===== src/rtl/cfu_pkg.sv =====
// Shared CFU command types: widths and the packed command payload.
package cfu_pkg;

  localparam int unsigned CFU_FUNC_ID_W = 10;
  localparam int unsigned CFU_DATA_W    = 32;

  typedef struct packed {
    logic [CFU_FUNC_ID_W-1:0] function_id;
    logic [CFU_DATA_W-1:0]    inputs_0;
    logic [CFU_DATA_W-1:0]    inputs_1;
  } cfu_cmd_t;

endpackage


===== src/rtl/cfu_fifo_mem.sv =====
// Command storage: one write port plus a registered head read.
// The head read forwards same-cycle writes and reads zero when the queue goes empty.
module cfu_fifo_mem
  import cfu_pkg::*;
#(
  parameter int unsigned DEPTH = 4,
  parameter int unsigned AW    = $clog2(DEPTH)
) (
  input  logic          clk,
  input  logic          reset,
  input  logic          wr_en,
  input  logic [AW-1:0] wr_addr,
  input  cfu_cmd_t      wr_data,
  input  logic [AW-1:0] rd_addr,
  input  logic          rd_clr,
  output cfu_cmd_t      rd_data
);

  cfu_cmd_t mem_q [DEPTH];

  // Storage is deliberately left unreset.
  always_ff @(posedge clk) begin
    if (wr_en) mem_q[wr_addr] <= wr_data;
  end

  // Head register tracks the entry that will be at the read pointer after this edge.
  always_ff @(posedge clk or negedge reset) begin
    if (!reset) begin
      rd_data <= '0;
    end else if (rd_clr) begin
      rd_data <= '0;
    end else if (wr_en && (wr_addr == rd_addr)) begin
      rd_data <= wr_data;
    end else begin
      rd_data <= mem_q[rd_addr];
    end
  end

endmodule


===== src/rtl/cfu_cmd_queue.sv =====
// Registered command FIFO between the CPU and a combinational CFU.
// Breaks the ready coupling: s_cmd_ready depends only on registered occupancy.
module cfu_cmd_queue
  import cfu_pkg::*;
#(
  parameter int unsigned DEPTH     = 4,
  parameter int unsigned FUNC_ID_W = CFU_FUNC_ID_W,
  parameter int unsigned DATA_W    = CFU_DATA_W
) (
  input  logic                       clk,
  input  logic                       reset,
  input  logic                       flush,
  input  logic                       s_cmd_valid,
  output logic                       s_cmd_ready,
  input  logic [FUNC_ID_W-1:0]       s_cmd_payload_function_id,
  input  logic [DATA_W-1:0]          s_cmd_payload_inputs_0,
  input  logic [DATA_W-1:0]          s_cmd_payload_inputs_1,
  output logic                       m_cmd_valid,
  input  logic                       m_cmd_ready,
  output logic [FUNC_ID_W-1:0]       m_cmd_payload_function_id,
  output logic [DATA_W-1:0]          m_cmd_payload_inputs_0,
  output logic [DATA_W-1:0]          m_cmd_payload_inputs_1,
  output logic [$clog2(DEPTH):0]     count
);

  localparam int unsigned PTR_W = $clog2(DEPTH);
  localparam int unsigned CNT_W = PTR_W + 1;

  logic [PTR_W-1:0] wr_ptr_q, wr_ptr_d;
  logic [PTR_W-1:0] rd_ptr_q, rd_ptr_d;
  logic [CNT_W-1:0] count_q, count_d;
  logic             push;
  logic             pop;
  cfu_cmd_t         s_cmd;
  cfu_cmd_t         head;

  assign s_cmd.function_id = CFU_FUNC_ID_W'(s_cmd_payload_function_id);
  assign s_cmd.inputs_0    = CFU_DATA_W'(s_cmd_payload_inputs_0);
  assign s_cmd.inputs_1    = CFU_DATA_W'(s_cmd_payload_inputs_1);

  // Next pointer/occupancy; flush discards any same-cycle push or pop.
  always_comb begin
    push     = s_cmd_valid && s_cmd_ready;
    pop      = m_cmd_valid && m_cmd_ready;
    wr_ptr_d = wr_ptr_q;
    rd_ptr_d = rd_ptr_q;
    count_d  = count_q;
    if (flush) begin
      wr_ptr_d = '0;
      rd_ptr_d = '0;
      count_d  = '0;
    end else begin
      if (push) wr_ptr_d = wr_ptr_q + PTR_W'(1);
      if (pop)  rd_ptr_d = rd_ptr_q + PTR_W'(1);
      case ({push, pop})
        2'b10:   count_d = count_q + CNT_W'(1);
        2'b01:   count_d = count_q - CNT_W'(1);
        default: count_d = count_q;
      endcase
    end
  end

  always_ff @(posedge clk or negedge reset) begin
    if (!reset) begin
      wr_ptr_q    <= '0;
      rd_ptr_q    <= '0;
      count_q     <= '0;
      s_cmd_ready <= 1'b1;
      m_cmd_valid <= 1'b0;
    end else begin
      wr_ptr_q    <= wr_ptr_d;
      rd_ptr_q    <= rd_ptr_d;
      count_q     <= count_d;
      s_cmd_ready <= (count_d != CNT_W'(DEPTH));
      m_cmd_valid <= (count_d != '0);
    end
  end

  cfu_fifo_mem #(
    .DEPTH (DEPTH),
    .AW    (PTR_W)
  ) u_mem (
    .clk     (clk),
    .reset   (reset),
    .wr_en   (push && !flush),
    .wr_addr (wr_ptr_q),
    .wr_data (s_cmd),
    .rd_addr (rd_ptr_d),
    .rd_clr  (count_d == '0),
    .rd_data (head)
  );

  assign count                     = count_q;
  assign m_cmd_payload_function_id = FUNC_ID_W'(head.function_id);
  assign m_cmd_payload_inputs_0    = DATA_W'(head.inputs_0);
  assign m_cmd_payload_inputs_1    = DATA_W'(head.inputs_1);

endmodule


===== config.mk =====
export PLATFORM = sky130hd
export DESIGN_NAME = cfu_cmd_queue
export DESIGN_NICKNAME = d
export VERILOG_FILES = /design/src/rtl/cfu_pkg.sv /design/src/rtl/cfu_fifo_mem.sv /design/src/rtl/cfu_cmd_queue.sv
export SDC_FILE = /design/constraint.sdc
export NUM_CORES = 1
export LEC_CHECK = 0
export ABC_AREA = 1
export BUFFER_PORTS_ARGS = -buffer_cell sky130_fd_sc_hd__buf_2
export CAP_MARGIN = 25
export CORE_MARGIN = 2
export CORE_UTILIZATION = 43
export DETAILED_ROUTE_END_ITERATION = 10
export GPL_TIMING_DRIVEN = 0
export PLACE_DENSITY = 0.63
export REMOVE_ABC_BUFFERS = 1
export SKIP_CTS_REPAIR_TIMING = 1
export SYNTH_ARGS = -nofsm -noshare
export SYNTH_HDL_FRONTEND = slang
export SYNTH_HIERARCHICAL = 1
export SYNTH_SLANG_ARGS = --single-unit

===== constraint.sdc =====
create_clock -name clk -period 6.6 [get_ports clk]
set_input_delay 0.66 -clock clk [delete_from_list [all_inputs] [get_ports clk]]
set_output_delay 0.66 -clock clk [all_outputs]
set_load 0.02 [all_outputs]

==> implementation parameters <==
Parameter                              Value

Layout
  Area occupied by multi-input gates    3630 um2
  Area of all placed cells without fillers    19500 um2
  Final nets    1952
  Ratio of cells with drive above 1 in the final layout    0.145
  Count of filler cells inserted in the layout    3378
  Share of the core filled with cells in the final layout    0.518
  Post-synthesis to final-layout area growth    18.4%
  Total inserted antenna cells    0
  Sequential standard cell area    between 10000 and 15000 um2

Global route
  Largest net degree at the start of global routing    84
  Wire length of the first global-routing pass    59900 um
  Global routing usage summed across all routing layers    0.196
  Global-route congestion overflow total    0
  Antenna violations before repair    4
  Vias in the first global route    11.1k

Timing
  Final Hold Slack    0.185 ns
  Tmin final    3.64 ns
  Skew final    0.0181 ns
  Total Neg Setup Slack    0 ns
  Headroom to the max-slew limit    0.365
  Setup repair after global routing missed its margin    no
  Number of failing setup endpoints in the final timing report    0
  Maximum operating frequency    between 200 and 300 MHz
  Number of hold violations in the final report    0
  Final worst path period share    0.551
  Slew at the pin with the worst max-slew slack    0.950 ns
  Max-slew violations    0

Critical path
  Startpoint class of the critical path    flip-flop
  Crit Path Class    flip-flop to flip-flop
  Critical path endpoint category    flip-flop
  Data arrival, critical path    4.04 ns
  Critical register-to-register path endpoint    u_mem/rd_data[37]
  Flop2flop setup slack    2.96 ns
  Kind of cell with the highest combined delay on the critical path    simple AND/OR/NAND/NOR gates
  List of cells traversed by the critical path    nand2_1, inv_2, nand2_1, o21ai_1, a21oi_4, buf_16, buf_12, inv_4, nand2_1, inv_1, nor2_4, buf_12, nand3_1, nand2_1, nor2_1
  Launch point of the worst reg-to-reg path    m_cmd_valid
  Number of cells on the worst reg-to-reg path    15
  Crit Path Max Fanout    39
  Combined buffer and inverter count along the critical path    6
  Cell at the slowest stage of the critical path    sky130_fd_sc_hd__nor2_4
  CP dominant cell by count    sky130_fd_sc_hd__nand2_1
  CP max stage delay    ~0.74 ns
  Crit path required time    7.01 ns

Route
  Wire per inst    15.8 um
  Antenna violation net count after detailed routing    0
  Routed wl met3    2270 um
  Detailed-route DRC error count    0
  Drt first pass iters    5
  Total met2 wirelength after detailed routing    18100 um
  Drt via density    4.68
  Via total after detailed routing    11.3k
  Number of design-rule violations left by the first detailed-router iteration    slightly above 700
  Met1 Routed Length    16900 um
  Highest metal layer used by the detailed router    met5
  Total wire length after detailed routing    38200 um

Floorplanning
  Die Ht    200 um
  Horizontal extent of the die    200 um
  I/O pins    158
  Initial Util    0.437
  Core area    37700 um2
  Die area    39900 um2
  Count of standard-cell rows    between 70 and 80

Pwr
  Maximum ir drop on the vdd rail    0.000212 V
  Leakage dissipation    9.40 nW
  Pwr per Cell Area    354 nW/um2

Clock tree
  Root Buffer    sky130_fd_sc_hd__clkbuf_16
  CTS tree    yes
  Clock sink count    between 300 and 400
  Number of clock buffers inserted by TritonCTS    41
  H-tree levels    2
  Clock input transition at the sequential cells of the worst setup and hold paths    0.06 ns
  Maximum buffer depth of the clock tree    3
  Source-to-sink clock delay at the later pin of the worst-skew pair    0.54 ns

Yosys
  Syn Inst Count    around 1.7k
  Post-synthesis instance area    16500 um2
  Post-synthesis average cell area    9.62 um2
  Sequential cell area fraction in the yosys report    0.666
  Unique cell type count in the Yosys netlist    24
  Number of synthesized register bits    379
  Yosys warnings    6

Outcome
  Status    finished clean

Placement
  Total placed instance area    18200 um2
  Number of buffers added on ports    157
  Detailed Place HPWL    around 24000 um
  Final GP Congestion    0.704

Worst hold path
  Type of the tightest min-delay check    input pin to async pin

Flow run
  Count of max-cap constraint violations    0
report_power, final:
part           switching (mW)  internal [mW]
Sequential             0.0789           2.85
Clock                   0.895           1.24
Combinational            1.25          0.587
Total                    2.23           4.68
cells in the final DEF (no fill, tap or decap):
master and instances:
sky130_fd_sc_hd__nor2_4 4, sky130_fd_sc_hd__edfxtp_1 296, sky130_fd_sc_hd__nand2_1 461, sky130_fd_sc_hd__ha_1 1, sky130_fd_sc_hd__nor3_2 2, sky130_fd_sc_hd__nand3_1 225
sky130_fd_sc_hd__o21ai_2 1, sky130_fd_sc_hd__nand3_2 1, sky130_fd_sc_hd__dfstp_2 1, sky130_fd_sc_hd__nand2_2 1, sky130_fd_sc_hd__inv_6 2, sky130_fd_sc_hd__buf_12 15
sky130_fd_sc_hd__nor3_1 1, sky130_fd_sc_hd__clkinv_1 6, sky130_fd_sc_hd__clkinv_2 9, sky130_fd_sc_hd__buf_16 9, sky130_fd_sc_hd__inv_4 3, sky130_fd_sc_hd__fa_1 1
sky130_fd_sc_hd__clkbuf_8 4, sky130_fd_sc_hd__clkbuf_16 43, sky130_fd_sc_hd__clkbuf_1 12, sky130_fd_sc_hd__o21ai_1 3, sky130_fd_sc_hd__a21oi_4 2, sky130_fd_sc_hd__buf_4 3
sky130_fd_sc_hd__dfrtp_1 82, sky130_fd_sc_hd__inv_2 4, sky130_fd_sc_hd__or2_0 1, sky130_fd_sc_hd__nand4_1 1, sky130_fd_sc_hd__nor2_1 153, sky130_fd_sc_hd__buf_6 15
sky130_fd_sc_hd__clkinv_4 1, sky130_fd_sc_hd__inv_1 382, sky130_fd_sc_hd__buf_2 156, sky130_fd_sc_hd__a21oi_1 2
cell type report:
cell class,count,share of cell area
well taps,511,0.0328
multi-input cells,860,0.186
inverters,391,0.0759
clock buffers,59,0.0603
clock inverters,16,0.00417
repair buffers,198,0.0780
flip-flops and latches,379,0.563
state kept, by name (all words and copies together) (netlist names):
signal	flops
wr_ptr_q	2
s_cmd_ready	1
u_mem/mem_q	296
u_mem/rd_data	74
count	3
rd_ptr_q	2
m_cmd_valid	1
worst reg2reg max path, delay by kind of cell (launching register included):
kind                   cells  cell delay [ns]
AOI/OAI and AO/OA          2             0.60
buffers and inverters      6             1.12
DFF                        1             0.37
and+or+nand+nor            7             1.43
cells by family after synthesis:
group,Yosys count,share of synthesized area
flip-flops,379,0.666
AO/OA/AOI/OAI,8,0.00266
AND/OR/NAND/NOR,850,0.212
buffers and inverters,472,0.117
adder cells (fa/ha/maj),2,0.00198
how the worst max path moves through the flow:
stage,from,end,slack [ns],cells past startpoint
detailed placement,m_cmd_ready,u_mem/rd_data[27],2.60,16
floorplan,flush,u_mem/rd_data[0],-5.90,10
global route,m_cmd_valid,u_mem/rd_data[27],2.75,15
finish,m_cmd_valid,u_mem/rd_data[37],2.96,15
CTS,m_cmd_valid,u_mem/rd_data[27],2.96,15
global placement,flush,u_mem/rd_data[0],-19.08,10
synth_stat cells:
master	number	area, um2
sky130_fd_sc_hd__nor2_1	157	589
sky130_fd_sc_hd__o21ai_1	3	15.0
sky130_fd_sc_hd__dfstp_2	1	26.3
sky130_fd_sc_hd__ha_1	1	12.5
sky130_fd_sc_hd__nand3_2	1	10.0
sky130_fd_sc_hd__inv_2	7	26.3
sky130_fd_sc_hd__nand2_1	461	1730
sky130_fd_sc_hd__nand3_1	225	1130
sky130_fd_sc_hd__clkbuf_1	25	93.8
sky130_fd_sc_hd__clkinv_1	1	3.75
sky130_fd_sc_hd__edfxtp_1	296	8890
sky130_fd_sc_hd__buf_2	30	150
sky130_fd_sc_hd__nand2_2	1	6.26
sky130_fd_sc_hd__nand4_1	1	6.26
sky130_fd_sc_hd__buf_6	7	78.8
sky130_fd_sc_hd__buf_4	17	128
sky130_fd_sc_hd__nor3_1	3	15.0
sky130_fd_sc_hd__a21oi_1	4	20.0
sky130_fd_sc_hd__or2_0	1	6.26
sky130_fd_sc_hd__buf_1	2	7.51
sky130_fd_sc_hd__inv_1	383	1440
sky130_fd_sc_hd__dfrtp_1	82	2050
sky130_fd_sc_hd__o21ai_2	1	8.76
sky130_fd_sc_hd__fa_1	1	20.0
metal layers:
layer,track usage,up-vias
met3,0.0378,71
li1,-,5563
met1,0.258,5361
met4,0.0540,8
met2,0.332,294
met5,0,-
stage by stage:
step / instances / power, mW / setup slack, ns
finish: 2414 / 6.91 / 2.96
global route: 2414 / 7.28 / 2.75
CTS: 2414 / 6.99 / 2.96
detailed placement: 2339 / 4.84 / 2.60
global placement: 2298 / 4.85 / -19.08
floorplan: 1630 / 4.13 / -5.90
No activity file was read; power rests on OpenSTA's default activity.
